$ cat src/rtl/mux_scan_controller_pkg.sv
`default_nettype none
// ============================================================================
// mux_scan_controller_pkg: FSM state encoding and mux timing shared by the scan block.
// Revision: 1.0
// ============================================================================
package mux_scan_controller_pkg;

    localparam logic [1:0] c_st_idle   = 2'd0;
    localparam logic [1:0] c_st_switch = 2'd1;
    localparam logic [1:0] c_st_settle = 2'd2;
    localparam logic [1:0] c_st_dwell  = 2'd3;

    // Latched mux: registered sel then registered dout
    localparam int c_mux_latency = 2;

endpackage
`default_nettype wire

$ cat src/rtl/mux_scan_controller_rr_next_channel.sv
`default_nettype none
// ============================================================================
// rr_next_channel: next enabled channel strictly above current, wrapping to the lowest.
// Revision: 1.0
// ============================================================================
module rr_next_channel #(
    parameter int N_INPUTS  = 3,
    parameter int SEL_WIDTH = 2
) (
    input  logic [N_INPUTS-1:0]  mask,
    input  logic [SEL_WIDTH-1:0] current,
    output logic [SEL_WIDTH-1:0] next,
    output logic                 wrapped
);

    logic [SEL_WIDTH-1:0] w_lowest;
    logic [SEL_WIDTH-1:0] w_above;
    logic                 w_has_above;

    // Descending scans leave the lowest qualifying index in each result
    always_comb begin
        w_lowest    = current;
        w_above     = current;
        w_has_above = 1'b0;
        for (int i = N_INPUTS - 1; i >= 0; i--) begin
            if (mask[i]) begin
                w_lowest = SEL_WIDTH'(i);
                if (i > int'(current)) begin
                    w_above     = SEL_WIDTH'(i);
                    w_has_above = 1'b1;
                end
            end
        end
        next    = w_has_above ? w_above : w_lowest;
        wrapped = ~w_has_above;
    end

endmodule
`default_nettype wire

$ cat src/rtl/mux_scan_controller.sv
`default_nettype none
// ============================================================================
// mux_scan_controller: round-robin scan sequencer driving a latched N-input mux.
// Revision: 1.0
// ============================================================================
module mux_scan_controller
    import mux_scan_controller_pkg::*;
#(
    parameter int N_INPUTS      = 3,
    parameter int SEL_WIDTH     = 2,
    parameter int DWELL_WIDTH   = 16,
    parameter int SETTLE_CYCLES = 1
) (
    input  logic                   clk,
    input  logic                   resetn,
    input  logic                   start,
    input  logic                   stop,
    input  logic                   continuous,
    input  logic [N_INPUTS-1:0]    enable_mask,
    input  logic [DWELL_WIDTH-1:0] dwell,
    output logic [SEL_WIDTH-1:0]   sel,
    output logic                   clken,
    output logic                   valid,
    output logic [SEL_WIDTH-1:0]   chan_id,
    output logic                   busy,
    output logic                   sweep_done,
    output logic                   cfg_err
);

    localparam int c_settle_w  = $clog2(SETTLE_CYCLES + 1);
    // clken-to-valid lag; the SWITCH cycle covers the mux's own first stage
    localparam int c_dout_lag  = SETTLE_CYCLES + c_mux_latency - 1;
    localparam int c_settle_ld = c_dout_lag - c_mux_latency;

    logic [1:0]             r_state;
    logic [1:0]             w_next_state;
    logic [SEL_WIDTH-1:0]   r_sel;
    logic [SEL_WIDTH-1:0]   w_next_sel;
    logic [SEL_WIDTH-1:0]   r_chan_id;
    logic [N_INPUTS-1:0]    r_mask;
    logic [DWELL_WIDTH-1:0] r_dwell;
    logic [DWELL_WIDTH-1:0] r_dwell_cnt;
    logic [c_settle_w-1:0]  r_settle_cnt;
    logic                   r_continuous;
    logic                   r_clken;
    logic                   r_valid;
    logic                   r_busy;
    logic                   r_sweep_done;
    logic                   r_cfg_err;
    logic [N_INPUTS-1:0]    w_rr_mask;
    logic [SEL_WIDTH-1:0]   w_rr_cur;
    logic [SEL_WIDTH-1:0]   w_rr_next;
    logic                   w_rr_wrapped;
    logic                   w_sweep_end;
    logic                   w_cfg_err;
    logic                   w_latch;

    // In IDLE, searching from the top channel yields the lowest enabled one
    assign w_rr_mask = (r_state == c_st_idle) ? enable_mask : r_mask;
    assign w_rr_cur  = (r_state == c_st_idle) ? SEL_WIDTH'(N_INPUTS - 1) : r_sel;

    rr_next_channel #(
        .N_INPUTS  (N_INPUTS),
        .SEL_WIDTH (SEL_WIDTH)
    ) u_rr_next (
        .mask    (w_rr_mask),
        .current (w_rr_cur),
        .next    (w_rr_next),
        .wrapped (w_rr_wrapped)
    );

    always_comb begin
        w_next_state = r_state;
        w_next_sel   = r_sel;
        w_sweep_end  = 1'b0;
        w_cfg_err    = 1'b0;
        w_latch      = 1'b0;
        case (r_state)
            c_st_idle: begin
                if (start && !stop) begin
                    if (enable_mask != '0) begin
                        w_latch      = 1'b1;
                        w_next_sel   = w_rr_next;
                        w_next_state = c_st_switch;
                    end else begin
                        w_cfg_err = 1'b1;
                    end
                end
            end
            c_st_switch: w_next_state = c_st_settle;
            c_st_settle: begin
                if (r_settle_cnt == '0) w_next_state = c_st_dwell;
            end
            c_st_dwell: begin
                if (r_dwell_cnt == '0) begin
                    w_sweep_end = w_rr_wrapped;
                    if (w_rr_wrapped && !r_continuous) begin
                        w_next_state = c_st_idle;
                    end else begin
                        w_next_sel   = w_rr_next;
                        w_next_state = c_st_switch;
                    end
                end
            end
            default: w_next_state = c_st_idle;
        endcase
        if (stop) begin
            w_next_state = c_st_idle;
            w_next_sel   = r_sel;
            w_sweep_end  = 1'b0;
        end
    end

    always_ff @(posedge clk) begin
        if (!resetn) begin
            r_state      <= c_st_idle;
            r_sel        <= '0;
            r_chan_id    <= '0;
            r_mask       <= '0;
            r_dwell      <= '0;
            r_dwell_cnt  <= '0;
            r_settle_cnt <= '0;
            r_continuous <= 1'b0;
            r_clken      <= 1'b0;
            r_valid      <= 1'b0;
            r_busy       <= 1'b0;
            r_sweep_done <= 1'b0;
            r_cfg_err    <= 1'b0;
        end else begin
            r_state      <= w_next_state;
            r_sel        <= w_next_sel;
            r_clken      <= (w_next_state == c_st_switch);
            r_valid      <= (w_next_state == c_st_dwell);
            r_busy       <= (w_next_state != c_st_idle);
            r_sweep_done <= w_sweep_end;
            r_cfg_err    <= w_cfg_err;
            if (w_next_state == c_st_dwell) r_chan_id <= w_next_sel;
            if (w_latch) begin
                r_mask       <= enable_mask;
                r_dwell      <= dwell;
                r_continuous <= continuous;
            end
            if (w_next_state == c_st_settle && r_state != c_st_settle) begin
                r_settle_cnt <= c_settle_w'(c_settle_ld);
            end else if (r_state == c_st_settle && r_settle_cnt != '0) begin
                r_settle_cnt <= r_settle_cnt - c_settle_w'(1);
            end
            // A dwell of 0 still yields one valid cycle
            if (w_next_state == c_st_dwell && r_state != c_st_dwell) begin
                r_dwell_cnt <= (r_dwell == '0) ? '0 : r_dwell - DWELL_WIDTH'(1);
            end else if (r_state == c_st_dwell && r_dwell_cnt != '0) begin
                r_dwell_cnt <= r_dwell_cnt - DWELL_WIDTH'(1);
            end
        end
    end

    assign sel        = r_sel;
    assign clken      = r_clken;
    assign valid      = r_valid;
    assign chan_id    = r_chan_id;
    assign busy       = r_busy;
    assign sweep_done = r_sweep_done;
    assign cfg_err    = r_cfg_err;

endmodule
`default_nettype wire

$ cat config.mk
export PLATFORM = sky130hd
export DESIGN_NAME = mux_scan_controller
export DESIGN_NICKNAME = d
export VERILOG_FILES = /design/src/rtl/mux_scan_controller_pkg.sv /design/src/rtl/mux_scan_controller_rr_next_channel.sv /design/src/rtl/mux_scan_controller.sv
export SDC_FILE = /design/constraint.sdc
export NUM_CORES = 1
export LEC_CHECK = 0
export BUFFER_PORTS_ARGS = -buffer_cell sky130_fd_sc_hd__buf_4
export CAP_MARGIN = 30
export CORE_AREA = 4 4 77 79
export CTS_CLUSTER_SIZE = 16
export DETAILED_ROUTE_END_ITERATION = 7
export DIE_AREA = 0 0 81 83
export HOLD_SLACK_MARGIN = 0.15
export PLACE_DENSITY = 0.82
export SYNTH_ARGS = -nofsm -noshare
export SYNTH_HDL_FRONTEND = slang
export SYNTH_SLANG_ARGS = --single-unit
$ cat constraint.sdc
create_clock -name clk -period 2.3 [get_ports clk]
set_input_delay 0.115 -clock clk [delete_from_list [all_inputs] [get_ports clk]]
set_output_delay 0.115 -clock clk [all_outputs]
set_load 0.05 [all_outputs]
==> metrics.md, run 1 <==
| Metric | Value |
|---|---|
| CP Cell Sequence | `or4_4, nor3_4, a31oi_4, or4_4, or3_1, a21oi_2` |
| Hold Crit Class | `in2reg` |
| Fraction of layout cells with a size suffix above 1 | `31.2%` |
| Clock sinks | `between 40 and 50` |
| LEAKAGE | `about 1.6 nW` |
| Max Slew Vio Count | `0` |
| Mapped Area | `about 2600 um^2` |
| Clk_lat worst skew | `~0.30 ns` |
| Peak supply drop | `0.479 mV` |
| TritonCTS clock tree | `built` |
| CP arrival | `between 2 and 3 ns` |
| H-tree levels | `2` |
| Core Area | `~5300 um^2` |
| Net switching power | `0.645 mW` |
| Clock share of power | `23.7%` |
| Min cycle time layout | `2.37 ns` |
| Post-Place Cell Area | `about 3300 um^2` |
| Mean Syn Cell Area | `7.92 um^2` |
| Worst setup path end | `r_dwell_cnt[9]` |
| Synth Register Bits | `between 40 and 50` |
| Asr flop ratio synth | `0%` |
| Slowest library cell on the worst path | `or4_4` |
| Die area | `between 6000 and 7000 um^2` |
| Pre-CTS setup slack | `-0.0634 ns` |
| Sw Share | `between 30% and 40%` |
| Top_reg_cell synth | `dfxtp_1` |
| CP endpoint kind | `flop` |
| Syn_nets | `roughly 360` |
| Layout Skew | `0.0101 ns` |
| Fmax | `422 MHz` |
| Port Buf Inserts | `32` |
| Clock transition at the registers of the reported paths | `0.09 ns` |
| Flop-to-flop setup slack | `-0.07 ns` |
| Initial antenna violation count | `0` |
| Chip width | `~81 um` |
| Placement Rows | `27` |
| Power share of the sequential group | `between 40% and 50%` |
| Die Height | `about 83 um` |
| CTS buffer count | `5` |
| Pwr Density | `roughly 540 nW/um^2` |
| Critical Path RT | `~2.5 ns` |
| Post-route design area | `3760 um^2` |
| Syn. warnings | `0` |
| Area delta synth->final | `43.0%` |
| Detailed Place HPWL | `around 5.2 mm` |
| Worst Tran Pin Value | `0.695 ns` |
| Crit path largest cell delay | `approximately 0.55 ns` |
| Final WL | `slightly above 8 mm` |
| Gate power share | `32.4%` |
| Worst hold margin | `around 0.16 ns` |
| DR vias/cell | `roughly 5.8` |
| Critical path launch point type | `flop` |
| Post-route worst setup slack | `-0.0714 ns` |
| Vias | `around 2900` |
| Vias in the first global route | `between 2000 and 3000` |
| Kind of critical path | `reg2reg` |
| 1st-iter DRT viols | `272` |
| Internal | `~1.4 mW` |
| Worst relative slew slack | `a little over half` |
| Routed Antenna Nets | `0` |
| Failing checks | `negative setup slack` |
| Synth cell types | `54` |
| EDFF count, synth | `0` |
| Post-synthesis sequential area ratio | `roughly 37%` |
| Status | `finished, violations left` |
| Diodes inserted | `0` |
| Critical path's most frequent cell | `or4_4` |
| Post-route clock period utilization | `103%` |
| FF-to-FF Start | `r_dwell_cnt[8]` |
| Initial core utilization | `49.3%` |
| Tot GR Track Use | `24.4%` |
| Final number of hold-violating endpoints | `0` |
| R2R cell count | `6` |
| First-pass iteration count of the detailed router | `5` |
| WL per Instance | `roughly 16 um` |
| Crit-path max FO | `5` |
| Root buffer cell | `clkbuf_8` |
| Placer Congestion | `approximately 0.90` |
| R2R Path End | `r_dwell_cnt[9]` |
| First-pass GRT wire length | `13.0 mm` |
| Drt drc | `0` |
| Crit. Startpoint | `r_dwell_cnt[8]` |
| GR Overflow Total | `0` |
| Syn Inst Count | `332` |
| Clock Tree Buf Depth | `2` |
| Final setup viols | `12` |
| Max-cap violation count | `0` |
| IO Count | `33` |
| Layout net count | `between 400 and 500` |
| Largest net degree at the start of global routing | `22` |
| RSZ-0062 raised after global routing | `true` |
final cells by class:
type / instances / area, um^2
inverter: 13 / 48.8
fill: 388 / 1580
timing repair buffer: 107 / 866
tap: 72 / 90.1
clock buffer: 6 / 72.6
sequential: 48 / 967
multi-input combinational: 258 / 1710
clock inverter: 1 / 5.00
how the worst min path moves through the flow:
stage          slack [ns]            from      end  depth (start not counted)
5_1_grt              0.19            stop    clken                          3
2_1_floorplan        0.19  enable_mask[2]  cfg_err                          1
4_1_cts              0.16            stop    clken                          3
3_3_place_gp         0.30  enable_mask[2]  cfg_err                          2
6_report             0.16            stop    clken                          3
3_5_place_dp         0.30  enable_mask[2]  cfg_err                          2
layout by cell type, fill, tap and decap left out, types with 5 or more instances in the layout:
| master | n |
|---|---|
| dlygate4sd3_1 | 22 |
| and2_1 | 5 |
| nor4_1 | 9 |
| inv_1 | 12 |
| dfxtp_2 | 5 |
| xnor2_1 | 10 |
| dfxtp_1 | 43 |
| xor2_1 | 9 |
| buf_4 | 83 |
| nand3_1 | 8 |
| nand2_1 | 61 |
| a21oi_1 | 31 |
| clkbuf_8 | 5 |
| nor2_1 | 25 |
| nor3_1 | 6 |
| or3_1 | 8 |
| or4_4 | 6 |
| a21oi_2 | 6 |
sequential cells by signal (all words and copies together) (netlist names):
signal        count
r_state           2
cfg_err           1
chan_id           2
sel               2
r_mask            3
busy              1
r_dwell          16
r_settle_cnt      1
sweep_done        1
r_dwell_cnt      16
r_continuous      1
valid             1
clken             1
cell usage after synthesis, drive strengths merged (7+ instances only):
cell type / instances / area share (%)
clkbuf: 11 / 1.6
xor2: 9 / 3.0
or4: 7 / 2.4
xnor2: 10 / 3.3
nand2: 61 / 8.7
nor4: 11 / 2.6
dfxtp: 48 / 37
or3: 10 / 2.4
a21oi: 37 / 7.2
inv: 13 / 1.9
nor2: 27 / 3.9
nand3: 9 / 1.7
nor3: 7 / 1.8
stage by stage:
stage	utilization [%]	power (mW)	TNS, ns	cells
after CTS	68.4	1.98	-0.163	502
after floorplan	-	1.25	-0.274	332
after global placement	61.2	1.44	-0.0170	469
final	70.4	2.04	-0.318	505
after detailed placement	61.2	1.45	-0.394	469
after global routing	70.4	2.12	-0.998	505
critical path: cells and delay by family (launching register included):
| kind | cells | cell delay (ns) |
|---|---|---|
| and+or+nand+nor | 4 | 1.69 |
| DFF | 1 | 0.33 |
| AOI/OAI and AO/OA | 2 | 0.29 |
repair_timing:
| item | 4_1_cts | 5_1_grt |
|---|---|---|
| setup endpoints to repair | 13 | 19 |
| pin swaps | 7 | 9 |
| setup buffers | 2 | 3 |
| cloned | 2 | 0 |
| gates resized for setup | 12 | 20 |
| hold buffers | 22 | 0 |
| hold endpoints to repair | 25 | 0 |
kinds of logic after synthesis:
group                    Yosys count  synth area share [%]
flip-flops                        48                  36.5
AO/OA/AOI/OAI                     71                  18.2
AND/OR/NAND/NOR                  157                  30.2
XOR/XNOR                          19                  6.33
adder cells (fa/ha/maj)            5                  2.38
buffers and inverters             28                  4.66
multiplexers                       4                  1.67
power by group through the flow:
stage               clock (mW)  sequential, mW  combinational [mW]
floorplan                    0           0.928               0.320
finish                   0.482           0.894               0.661
CTS                      0.483           0.892               0.601
global placement             0           0.908               0.528
detailed placement           0           0.911               0.542
global route             0.519           0.899               0.707
routing by layer:
| metal | up-vias | global-route usage, % | part of all wire, % |
|---|---|---|---|
| li1 | 1382 | - | - |
| met1 | 1348 | 27.9 | 39 |
| met2 | 139 | 43.0 | 51 |
| met3 | 42 | 3.90 | 5.8 |
| met4 | 0 | 11.5 | 4.2 |
| met5 | - | 0 | 0 |
Power figures use the tool's default switching activity.
==> run 2: changes to the inputs <==
SKIP_LAST_GASP = 1   (was unset)
==> metrics.md, run 2 (synthesized netlist as in run 1, its figures left out) <==
| Metric | Value |
|---|---|
| Total power draw | `a little over 2 mW` |
| Die area | `~6700 um^2` |
| Final number of hold-violating endpoints | `0` |
| Pre-CTS setup slack | `-0.0634 ns` |
| IO Count | `33` |
| Worst hold margin | `between 0.15 and 0.2 ns` |
| Initial core utilization | `between 40 and 50%` |
| Clock Tree Buf Depth | `2` |
| Clk_lat worst skew | `0.30 ns` |
| Clock sinks | `between 40 and 50` |
| Fin Setup TNS | `-0.380 ns` |
| Worst Tran Pin Value | `around 0.70 ns` |
| Final setup viols | `10` |
| Diodes inserted | `0` |
| Fraction of layout cells with a size suffix above 1 | `30.7%` |
| Status | `finished, violations left` |
| WL per Instance | `~16 um` |
| Post-route design area | `3750 um^2` |
| Multi-input gate area | `1700 um^2` |
| Worst relative slew slack | `53.3%` |
| Vias | `between 2000 and 3000` |
| RSZ-0062 raised after global routing | `true` |
| Kind of critical path | `reg2reg` |
| Layout Skew | `roughly 0.005 ns` |
| Most frequent cells in the layout | `buf_4 (83), nand2_1 (61), dfxtp_1 (43)` |
| CP arrival | `~2.6 ns` |
| Failing checks | `negative setup slack` |
| Clock transition at the registers of the reported paths | `about 0.09 ns` |
| Post-route worst setup slack | `-0.104 ns` |
| Fin cells | `around 500` |
| 1st-iter DRT viols | `~260` |
| Vias in the first global route | `approximately 2900` |
| CP endpoint kind | `flop` |
| Detailed Place HPWL | `approximately 5.2 mm` |
| Most common cell after layout, fill and taps aside | `buf_4` |
| First-pass iteration count of the detailed router | `5` |
| Critical Path RT | `between 2 and 3 ns` |
| DR vias/cell | `5.70` |
| Min cycle time layout | `2.40 ns` |
| Drt drc | `0` |
| Post-route clock period utilization | `105%` |
| Layout net count | `462` |
| Hold Crit Class | `in2reg` |
| Crit-path max FO | `5` |
| Initial antenna violation count | `0` |
| Die Height | `83 um` |
| Max-cap violation count | `0` |
| Peak supply drop | `0.478 mV` |
| Placement Rows | `27` |
| GR Overflow Total | `0` |
| Tot GR Track Use | `24.4%` |
| Area delta synth->final | `42.7%` |
| Max Slew Vio Count | `0` |
| LEAKAGE | `approximately 1.6 nW` |
| R2R cell count | `6` |
| Port Buf Inserts | `32` |
| Register Area | `967 um^2` |
| Pwr Density | `about 540 nW/um^2` |
| Fillcell total | `390` |
| Placer Congestion | `0.902` |
| Final WL | `8.11 mm` |
| Critical path launch point type | `flop` |
| Root buffer cell | `clkbuf_8` |
| Hold path cells | `3` |
| Post-Place Cell Area | `3260 um^2` |
| Top flop regs | `r_dwell (16), r_dwell_cnt (16), r_mask (3)` |
| First-pass GRT wire length | `between 10 and 15 mm` |
| Core Area | `roughly 5300 um^2` |
| Placed cell count | `around 470` |
| Fmax | `roughly 420 MHz` |
| TritonCTS clock tree | `built` |
| Routed Antenna Nets | `0` |
| H-tree levels | `2` |
| Chip width | `between 80 and 90 um` |
| Fin util | `70.3%` |
| CTS buffer count | `5` |
| Largest net degree at the start of global routing | `22` |
run 2: critical path, cell delays in order (launching register included):
cell     delay (ns)
dfxtp_2        0.33
or4_4          0.55
nor3_4         0.26
a31oi_4        0.14
or4_4          0.49
or3_1          0.38
a21oi_1        0.18
run 2: where the power goes:
group | switching, mW | total [mW] | leakage (nW) | internal (mW)
sequential | 0.0294 | 0.895 | 0.392 | 0.865
clock | 0.271 | 0.479 | 0.0410 | 0.207
combinational | 0.339 | 0.658 | 1.12 | 0.319
run 2: what timing repair did:
action                     in CTS  in global routing
gates cloned                    2                  0
pin swaps                       7                  8
buffers inserted                2                  3
hold endpoints to repair       25                  0
hold buffers                   22                  0
resized for setup              12                 18
setup endpoints to repair      13                 19
run 2: area by class of cell:
cell class	instances	area share, %
well taps	72	2.40
flip-flops and latches	48	25.8
clock inverters	1	0.133
clock buffers	6	1.93
inverters	13	1.30
repair buffers	107	23.1
multi-input cells	258	45.4
run 2: metal layers:
| layer | vias up | GRT usage [%] | routed length (um) |
|---|---|---|---|
| met5 | - | 0 | 0 |
| met4 | 0 | 11.5 | 320 |
| li1 | 1377 | - | - |
| met2 | 134 | 43.0 | 4090 |
| met1 | 1329 | 27.9 | 3230 |
| met3 | 39 | 3.90 | 469 |
run 2: worst paths after layout:
path               endpoint  slack [ns]      startpoint
min                   clken        0.16            stop
min reg2reg     r_dwell[15]        0.49     r_dwell[15]
max          r_dwell_cnt[9]       -0.10  r_dwell_cnt[8]
max reg2reg  r_dwell_cnt[9]       -0.10  r_dwell_cnt[8]
